$ cat config.mk
export PLATFORM = sky130hd
export DESIGN_NAME = mem_access_arbiter
export DESIGN_NICKNAME = d
export VERILOG_FILES = /design/src/rtl/mem_access_arbiter_pkg.sv /design/src/rtl/mem_access_arbiter.sv
export SDC_FILE = /design/constraint.sdc
export NUM_CORES = 1
export LEC_CHECK = 0
export CAP_MARGIN = 20
export CORE_AREA = 2 2 91 93
export CTS_CLUSTER_DIAMETER = 30
export DETAILED_ROUTE_END_ITERATION = 8
export DIE_AREA = 0 0 93 95
export PLACE_DENSITY = 0.66
export SYNTH_ARGS = -nofsm -noshare
export SYNTH_HDL_FRONTEND = slang
export SYNTH_SLANG_ARGS = --single-unit
$ cat constraint.sdc
create_clock -name clk -period 5.2 [get_ports clk]
set_clock_uncertainty 0.05 [all_clocks]
set_input_delay 1.04 -clock clk [delete_from_list [all_inputs] [get_ports clk]]
set_output_delay 1.04 -clock clk [all_outputs]
set_load 0.03 [all_outputs]
$ cat src/rtl/mem_access_arbiter_pkg.sv
// Shared widths and read-owner encoding for the unified memory arbiter.
package mem_access_arbiter_pkg;

    localparam int DEF_MEM_ADDR_BITS = 14;
    localparam int DEF_XLEN          = 32;
    localparam int DEF_XLEN_BYTES    = DEF_XLEN / 8;
    localparam int DEF_STARVE_LIMIT  = 4;

    typedef enum logic [1:0] {
        OWNER_NONE = 2'd0,
        OWNER_OCD  = 2'd1,
        OWNER_CODE = 2'd2,
        OWNER_DATA = 2'd3
    } rd_owner_t;

endpackage

$ cat src/rtl/mem_access_arbiter.sv
// Single-port code/data memory arbiter: OCD > starved fetch > load/store > fetch,
// with a one-cycle read-owner tag steering the returned read data.
module mem_access_arbiter
    import mem_access_arbiter_pkg::*;
#(
    parameter int MEM_ADDR_BITS = DEF_MEM_ADDR_BITS,
    parameter int XLEN          = DEF_XLEN,
    parameter int XLEN_BYTES    = DEF_XLEN_BYTES,
    parameter int STARVE_LIMIT  = DEF_STARVE_LIMIT
) (
    input  logic                     clk,
    input  logic                     sync_reset,
    input  logic                     ocd_req,
    input  logic                     ocd_we,
    input  logic [MEM_ADDR_BITS-1:0] ocd_addr,
    input  logic [XLEN-1:0]          ocd_wdata,
    output logic                     ocd_gnt,
    output logic                     ocd_rvalid,
    input  logic                     code_req,
    input  logic [MEM_ADDR_BITS-1:0] code_addr,
    output logic                     code_gnt,
    output logic                     code_rvalid,
    input  logic                     data_req,
    input  logic [XLEN_BYTES-1:0]    data_we,
    input  logic [MEM_ADDR_BITS-1:0] data_addr,
    input  logic [XLEN-1:0]          data_wdata,
    output logic                     data_gnt,
    output logic                     data_rvalid,
    output logic [XLEN-1:0]          rdata,
    output logic [MEM_ADDR_BITS-1:0] mem_addr,
    output logic                     mem_read_en,
    output logic [XLEN_BYTES-1:0]    mem_write_en,
    output logic [XLEN-1:0]          mem_write_data,
    input  logic [XLEN-1:0]          mem_read_data
);

    logic [3:0] r_starve_cnt;
    rd_owner_t  r_rd_owner;

    logic       w_code_starved;
    logic       w_ocd_gnt;
    logic       w_code_gnt;
    logic       w_data_gnt;
    rd_owner_t  w_next_owner;

    assign w_code_starved = (r_starve_cnt == 4'(STARVE_LIMIT));

    // Reset suppresses every grant so no access reaches memory in that cycle.
    always_comb begin
        w_ocd_gnt  = 1'b0;
        w_code_gnt = 1'b0;
        w_data_gnt = 1'b0;
        if (!sync_reset) begin
            if (ocd_req)                          w_ocd_gnt  = 1'b1;
            else if (code_req && w_code_starved)  w_code_gnt = 1'b1;
            else if (data_req)                    w_data_gnt = 1'b1;
            else if (code_req)                    w_code_gnt = 1'b1;
        end
    end

    always_comb begin
        mem_addr       = data_addr;
        mem_write_data = data_wdata;
        mem_read_en    = 1'b0;
        mem_write_en   = '0;
        w_next_owner   = OWNER_NONE;
        if (w_ocd_gnt) begin
            mem_addr       = ocd_addr;
            mem_write_data = ocd_wdata;
            if (ocd_we) begin
                mem_write_en = '1;
            end else begin
                mem_read_en  = 1'b1;
                w_next_owner = OWNER_OCD;
            end
        end else if (w_code_gnt) begin
            mem_addr     = code_addr;
            mem_read_en  = 1'b1;
            w_next_owner = OWNER_CODE;
        end else if (w_data_gnt) begin
            if (data_we == '0) begin
                mem_read_en  = 1'b1;
                w_next_owner = OWNER_DATA;
            end else begin
                mem_write_en = data_we;
            end
        end
    end

    always_ff @(posedge clk) begin
        if (sync_reset) begin
            r_starve_cnt <= 4'd0;
            r_rd_owner   <= OWNER_NONE;
        end else begin
            r_rd_owner <= w_next_owner;
            if (code_req && !w_code_gnt) begin
                if (!w_code_starved)
                    r_starve_cnt <= r_starve_cnt + 4'd1;
            end else begin
                r_starve_cnt <= 4'd0;
            end
        end
    end

    assign ocd_gnt     = w_ocd_gnt;
    assign code_gnt    = w_code_gnt;
    assign data_gnt    = w_data_gnt;
    assign ocd_rvalid  = (r_rd_owner == OWNER_OCD);
    assign code_rvalid = (r_rd_owner == OWNER_CODE);
    assign data_rvalid = (r_rd_owner == OWNER_DATA);
    assign rdata       = mem_read_data;

endmodule

**After elaboration in Yosys (flattened, before gate mapping)**

Index checks and enable logic that the tools add are counted.

- Add/sub/neg operators: 1
- Eq/ne operators: 4
- Muxes and demuxes: 29
- Bitwise logic cells: 1
- Reduce and logical (&&, ||, !) cells: 5

Operators by type and width:

| operator | count |
|---|---|
| 2-to-1 mux 32 bit | 1 |
| 2-to-1 mux 14 bit | 2 |
| 2-to-1 mux 4 bit | 5 |
| 2-to-1 mux 1 bit | 17 |
| 2-to-1 mux 2 bit | 4 |
| adder 4 x 1 -> 4 bit, second input constant | 1 |
| equality test 2 bit, second input constant | 2 |
| equality test 4 x 3 -> 1 bit, second input constant | 1 |
| zero test 4 bit | 1 |
| equality test 2 x 1 -> 1 bit, second input constant | 1 |
| logical AND 1 bit | 2 |
| OR reduction 2 bit | 1 |
| zero test 1 bit | 1 |
| inverter 1 bit | 1 |

- Register bits: 6

**Depth between registers and ports, before layout**

- Depth in word-level cells: 9
- Mapped depth: 6

**Worst setup path after synthesis**

Ideal clock, no wire load.

- Kind: input to output
- Start point: in sync_reset
- End point: out mem_write_en[0]
- Arrival time: 2.233 ns
- Data required time: 4.110 ns
- Setup slack: 1.877 ns
- Cell stages on the path: 3
- Cell sequence: buf_2 nor4b_4 a22o_1

- Longest elaborated chain between the ends: 4

RTL lines:

| what | RTL line | RTL |
|---|---|---|
| start, declared | mem_access_arbiter.sv:12 | `input logic sync_reset,` |
| 2-to-1 mux 1 bit | mem_access_arbiter.sv:53 | `if (!sync_reset) begin` |
| via data_gnt | mem_access_arbiter.sv:27 | `output logic data_gnt,` |
| 2-to-1 mux 4 bit | mem_access_arbiter.sv:80 | `end else if (w_data_gnt) begin` |
| 2-to-1 mux 4 bit | mem_access_arbiter.sv:76 | `end else if (w_code_gnt) begin` |
| 2-to-1 mux 4 bit | mem_access_arbiter.sv:67 | `if (w_ocd_gnt) begin` |
| end, declared | mem_access_arbiter.sv:32 | `output logic [XLEN_BYTES-1:0] mem_write_en,` |

The timed path passes the listed nets, and every way through them passes these cells.

**Worst setup path in the final report**

- Start point: in code_req
- End point: out mem_addr[6]

- Longest elaborated chain between the ends: 7

RTL lines:

| what | RTL line | RTL |
|---|---|---|
| start, declared | mem_access_arbiter.sv:19 | `input logic code_req,` |
| 2-to-1 mux 1 bit | mem_access_arbiter.sv:57 | `else if (code_req) w_code_gnt = 1'b1;` |
| 2-to-1 mux 1 bit | mem_access_arbiter.sv:56 | `else if (data_req) w_data_gnt = 1'b1;` |
| 2-to-1 mux 1 bit (*) | mem_access_arbiter.sv:55 | `else if (code_req && w_code_starved) w_code_gnt = 1'b1;` |
| 2-to-1 mux 1 bit (*) | mem_access_arbiter.sv:54 | `if (ocd_req) w_ocd_gnt = 1'b1;` |
| 2-to-1 mux 1 bit (*) | mem_access_arbiter.sv:53 |  |
| 2-to-1 mux 14 bit (*) | mem_access_arbiter.sv:76 |  |
| 2-to-1 mux 14 bit (*) | mem_access_arbiter.sv:67 |  |
| end, declared | mem_access_arbiter.sv:30 | `output logic [MEM_ADDR_BITS-1:0] mem_addr,` |

Mark *: on every way between the ends. The rest lies on a longest branch, timed or not.

==> flow_metrics.env <==
export IMPL_run_status="finished, final reports clean"
export IMPL_yosysSeqAreaShare=0.0870
export IMPL_holdPathEnd="r_starve_cnt[0]"
export IMPL_drive_above_1_share=0.158
export IMPL_ys_async_sr_fraction=0
export IMPL_die_h_um=95
export IMPL_cts_resized_gates=0
export IMPL_grt_setup_unrepaired="no"
export IMPL_synthCells=143
export IMPL_ios=237
export IMPL_post_cts_buffers=0
export IMPL_synth_top_cell_area_share=0.261
export IMPL_coreArea_um2=7930
export IMPL_fmax_ghz=0.218
export IMPL_cpMaxStageDelayCell="nor3_2"
export IMPL_irDropWorstVdd_mv=0.0577
export IMPL_synth_edff_count=0
export IMPL_start_util=0.174
export IMPL_die_x_um=93
export IMPL_final_nets=430
export IMPL_netlist_area_um2=1380
export IMPL_cpPeakStageDelay_ns=0.75
export IMPL_pwr_share_clk=0.168
export IMPL_grt_max_degree=41
export IMPL_avgRoutedWirePerCell_um=15.3
export IMPL_path_max_fanout=14
export IMPL_post_synth_top_count_cell="buf_4"
export IMPL_grt_use_total=0.119
export IMPL_power_frac_comb=0.716
export IMPL_antenna_found_initial=0
export IMPL_drc_errors=0
export IMPL_period_needed_ns=4.58
export IMPL_cts_inserted_buffers=3
export IMPL_cts_tree="yes"
export IMPL_portBuffers=172
export IMPL_synth_top_cell_by_area="mux2_2"
export IMPL_cp_arrival_ns=3.49
export IMPL_crit_type="primary input to output pin"
export IMPL_switching_share=0.359
export IMPL_antennaDiodeCount=0
export IMPL_dp_hpwl_um=4890
export IMPL_p_per_area_nw_per_um2=140
export IMPL_dr_total_vias=1677
export IMPL_die_area_um2=8840
export IMPL_startpoint_type="primary input"
export IMPL_worstSkewPairLatency_ns=0.22
export IMPL_slew_viol_final=0
export IMPL_final_util=0.376
export IMPL_reg2reg_setup_slack_ns=3.45
export IMPL_synth_top_flop_cell="dfxtp_1"
export IMPL_num_rows=33
export IMPL_gp_congestion=0.689
export IMPL_crit_buf_inv=2
export IMPL_switchingPower_mw=0.150
export IMPL_htreeDepth=1
export IMPL_holdPathStages=2
export IMPL_crit_family="buffers and inverters"
export IMPL_hold_buffers=0
export IMPL_wl_um=5840
export IMPL_cp_end_kind="output pin"
export IMPL_grt_pass1_vias=1700
export IMPL_clockBufferDepth=2
export IMPL_drt_first_iter_violations=65
export IMPL_p_leak_nw=1.12
export IMPL_reg2reg_from="r_starve_cnt[0]"
export IMPL_hold_class="flip-flop to flip-flop"
export IMPL_reg2reg_depth=5
export IMPL_hp_start="r_starve_cnt[0]"
export IMPL_fill_cells=786
export IMPL_finalSetupTns_ns=0
export IMPL_clockRootBuffer="clkbuf_8"
export IMPL_area_growth_pct=116
export IMPL_crit_chain="clkdlybuf4s50_1 > and4b_4 > nor3_2 > a221o_1 > clkdlybuf4s50_1"
export IMPL_ant_nets=0
export IMPL_syn_avg_cell_area_um2=9.66
export IMPL_p_int_mw=0.269
export IMPL_crit_required_ns=4.11
export IMPL_p_seq_frac=0.116
export IMPL_hold_viol=0
export IMPL_cts_clk_slew_worst_paths_ns=0.04
export IMPL_synth_seq_cells=6
export IMPL_tightest_slew_ns=0.942
export IMPL_ys_types=28
export IMPL_finalCritPeriodShare=0.881
export IMPL_vias_per_cell=4.38
export IMPL_r2r_end="r_rd_owner[1]"
export IMPL_yosysWarnings=0
export IMPL_clock_sinks=6
export IMPL_ys_top_cells_by_area="mux2_2 (26%), buf_4 (19%), a22o_1 (11%)"
export IMPL_drv_cap=0
export IMPL_syn_nets=293
export IMPL_cp_common_cell="clkdlybuf4s50_1"
export IMPL_firstDrtPassIters=4
export IMPL_overflow=0
export IMPL_finalSetupViolCount=0
export IMPL_ys_top_cells_by_count="buf_4 (35), mux2_2 (32), a22o_1 (18)"
export IMPL_slew_headroom=0.368
export IMPL_grt_pass1_wl_um=8380
per-layer routing:
layer | global-route usage | wire, um | vias up
li1 | - | - | 792
met1 | 0.127 | 2110 | 750
met2 | 0.217 | 2960 | 125
met3 | 0.0511 | 704 | 10
met4 | 0.0294 | 68 | 0
met5 | 0 | 0 | -
through the flow:
| step | cells | area, um^2 | power [mW] | setup slack [ns] | hold slack (ns) |
|---|---|---|---|---|---|
| 3_5_place_dp | 380 | 2940 | 0.350 | 0.634 | 0.531 |
| 3_3_place_gp | 380 | 2940 | 0.349 | 0.664 | 0.534 |
| 5_1_grt | 383 | 2980 | 0.441 | 0.470 | 0.552 |
| 6_report | 383 | 2980 | 0.419 | 0.618 | 0.540 |
| 2_1_floorplan | 143 | 1380 | 0.235 | 1.88 | 0.476 |
| 4_1_cts | 383 | 2980 | 0.423 | 0.617 | 0.540 |
layout make-up:
cell class              instances  area (um^2)  area share
clock buffers                   3         41.3      0.0138
flip-flops and latches          6          120      0.0403
multi-input cells              93          933       0.313
well taps                     105          131      0.0440
inverters                       2         7.51     0.00252
repair buffers                174         1750       0.586
how the worst max path moves through the flow:
stage / depth (start not counted) / startpoint / slack [ns] / endpoint
floorplan: 3 / sync_reset / 1.88 / mem_write_en[0]
CTS: 6 / sync_reset / 0.62 / mem_addr[6]
global placement: 6 / ocd_req / 0.66 / mem_read_en
finish: 5 / code_req / 0.62 / mem_addr[6]
detailed placement: 5 / code_req / 0.63 / mem_addr[6]
global route: 5 / code_req / 0.47 / mem_addr[6]
power groups by stage:
stage,Clock (mW),Sequential (mW),Combinational [mW]
floorplan,0,0.0491,0.186
global placement,0,0.0493,0.299
detailed placement,0,0.0494,0.301
CTS,0.0721,0.0487,0.303
global route,0.0759,0.0488,0.316
finish,0.0703,0.0486,0.300
cell usage in the layout (no fill, tap or decap), drive strengths merged, types with 2 or more instances in the layout:
cell type        n
clkdlybuf4s50  172
mux2            32
a22o            18
a221o           14
dfxtp            6
nor2b            5
nor3             4
clkbuf           3
inv              2
xnor2            2
mux2i            2
a21o             2
ha               2
a211oi           2
buf              2
state kept, by name, indices dropped and copies added (netlist names):
name / cells
r_starve_cnt: 4
r_rd_owner: 2
tightest hold or removal path, delay by kind of cell, from the launching register on:
kind	cells	cell delay, ns
flops	1	0.33
xor+xnor	1	0.16
simple gates	1	0.04
kinds of logic (layout without fill, tap and decap cells):
family / after synthesis / after routing / synth area share
and+or+nand+nor: 17 / 17 / 0.108
AOI/OAI and AO/OA: 38 / 38 / 0.256
xor gates and xnor gates: 2 / 2 / 0.0127
buffers and inverters: 44 / 179 / 0.243
DFF: 6 / 6 / 0.0870
muxes: 34 / 34 / 0.275
adders and majority gates: 2 / 2 / 0.0181
No activity file was read; power rests on OpenSTA's default activity.
==> patch (same settings) <==
`DEF_MEM_ADDR_BITS`: 14 -> 15.
--- a/src/rtl/mem_access_arbiter_pkg.sv
+++ b/src/rtl/mem_access_arbiter_pkg.sv
@@ -2,5 +2,5 @@
 package mem_access_arbiter_pkg;
 
-    localparam int DEF_MEM_ADDR_BITS = 14;
+    localparam int DEF_MEM_ADDR_BITS = 15;
     localparam int DEF_XLEN          = 32;
     localparam int DEF_XLEN_BYTES    = DEF_XLEN / 8;
Interface: changed (resized code_addr, data_addr, mem_addr and ocd_addr); port bits go from 237 to 241. No check against the original RTL was run, so the function may have changed too.
==> patch against the unedited design <==
  * Area after synthesis increased by 1.2%
  * Hold slack got worse by 0.0017 ns
  * Largest power group unchanged
  * Worst setup slack improved by 0.20 ns
  * Sequential share of layout area decreased by 0.10 points
  * Final area increased by 2.6%
  * Synthesized cell count increased by 1.4%
  * Highest routed layer unchanged
  * Global-route usage increased by 1.9 points
  * Wire length increased by 16%
  * Sequential cell count unchanged
  * Fmax increased by 4.6%
  * Total power increased by 3.5%
==> patch: results (changes against the unedited design) <==
Vias in the first global route: 1840 (+8.2%)
Clock buffer depth: 2 (unchanged)
Sequential share of the synthesized area: 0.0859 (-0.00101)
Top post-synthesis cells by count: buf_4 (37), mux2_2 (32), a22o_1 (19), a221o_1 (12), dfxtp_1 (6)
Synth Area in XOR/XNOR: 0.0125 (-0.000148)
Asr flop ratio synth: 0 (unchanged)
FF-to-FF setup slack: 3.46 ns (about the same)
Post-synth cell types: 30 (+7.1%)
Clk_lat worst skew: 0.23 ns
Area contributors post-synth: mux2_2 (26%), buf_4 (20%), a22o_1 (12%)
Ant diodes: 0 (unchanged)
VDD IR max: 0.0610 mV (+5.8%)
Compound-cell area share of the yosys netlist: 0.270 (+0.0140)
Worst Path Max Fanout: 29 (+15)
Cells after synthesis: 145 (+1.4%)
PortBufs: 176 (+2.3%)
Regs by FF count: r_starve_cnt: 4 flops, r_rd_owner: 2 flops
CP Data Arrival Time: 3.29 ns (-0.20 ns)
Adder-cell share of the synthesized area: 0.0179 (-0.000211)
Post-DR wirelength/cell: 17.3 µm (+13%)
Worst r2r dst: r_rd_owner[1]$_SDFF_PP0_
First-pass GRT wire length: 9600 µm (+15%)
Clock buffer count from CTS: 3 (unchanged)
Mapped Nets: 298 (+1.7%)
Worst Hold End: r_starve_cnt[3]$_SDFFE_PP0P_
Initial antenna violation count: 0 (unchanged)
Worst path max stage delay: 0.68 ns (-0.07 ns)
Clock slew at reported path FFs: 0.04 ns (about the same)
Final WL: 6780 µm (+16%)
DRT Pass-1 Iters: 4 (unchanged)
Total GRT Usage: 0.138 (+0.0191)
Most frequent cell after synthesis: buf_4
Initial DRC count: 38 (-42%)
Gpl congestion: 0.790 (+15%)
Largest net degree at the start of global routing: 30 (-27%)
Reg-to-reg startpoint: r_starve_cnt[0]$_SDFFE_PP0P_
CTS H-Tree Depth: 1 (unchanged)
FF-to-FF path depth: 6 (+1)
Min-delay src: r_starve_cnt[3]$_SDFFE_PP0P_
Layout fillers: 832 (+5.9%)
Status: complete, no violations
Placed cell count: 388 (+2.1%)
Post-synthesis mux area share: 0.272 (-0.00320)
Start point of the critical path: ocd_req
Worst slew pin tran: 0.490 ns (-0.453 ns)
Proportion of layout cells with a drive suffix above 1: 0.178 (+0.0194)
Vias: 1719 (+2.5%)
Worst hold path type: reg -> reg
Critical Path Slowest Stage Cell: clkdlybuf4s50_1
Nets: 442 (+2.8%)
Cts repair resizes: 0 (unchanged)
Leak: 0.00115 µW (+3.0%)
Post-DP HPWL: 5670 µm (+16%)
patch: cell count changes after synthesis, moves of 2 or more:
cell	delta
buf_6	-2
a221o_1	-2
buf_4	+2
a221o_2	+3
patch: power breakdown:
part	switching (µW)	total (µW)	internal, µW
clock	22.8	72.7	50.0
sequential	1.15	48.7	47.6
combinational	135	312	177
total	159	434	274
patch: layer usage:
layer  vias up  GRT usage  part of all wire
li1        815          -                 -
met1       804      0.158              0.38
met2        94      0.261              0.54
met3         6     0.0335             0.070
met4         0     0.0270             0.010
met5         -          0                 0
patch: metrics by stage:
step / setup WS [ns] / hold WS (ns) / utilization / area (µm²) / total power [µW]
floorplan: 1.85 / 0.476 / - / 1400 / 238
global placement: 0.456 / 0.494 / 0.379 / 3010 / 360
detailed placement: 0.432 / 0.537 / 0.379 / 3010 / 360
CTS: 0.433 / 0.540 / 0.385 / 3050 / 436
global route: 0.739 / 0.553 / 0.386 / 3060 / 453
finish: 0.819 / 0.538 / 0.386 / 3060 / 434
patch: layout make-up:
type,count,area (µm²),area share
Timing Repair Buffer,181,1800,0.589
Sequential cell,6,120,0.0392
Tap cell,105,131,0.0429
Inverter,2,7.51,0.00245
Clock buffer,3,41.3,0.0135
Multi-Input combinational cell,95,957,0.313
patch: worst max path at each step:
stage          slack (ns)      endpoint  depth (start not counted)
2_1_floorplan        1.85  mem_addr[10]                          5
3_3_place_gp         0.46   mem_addr[0]                          5
3_5_place_dp         0.43   mem_addr[0]                          5
4_1_cts              0.43   mem_addr[0]                          5
5_1_grt              0.74   mem_addr[7]                          6
6_report             0.82   mem_read_en                          6
patch: worst max-delay path: cells and delay by family:
family | cells | cell delay [ns]
and+or+nand+nor | 2 | 0.44
AOI/OAI and AO/OA | 1 | 0.12
buffers and inverters | 3 | 1.68
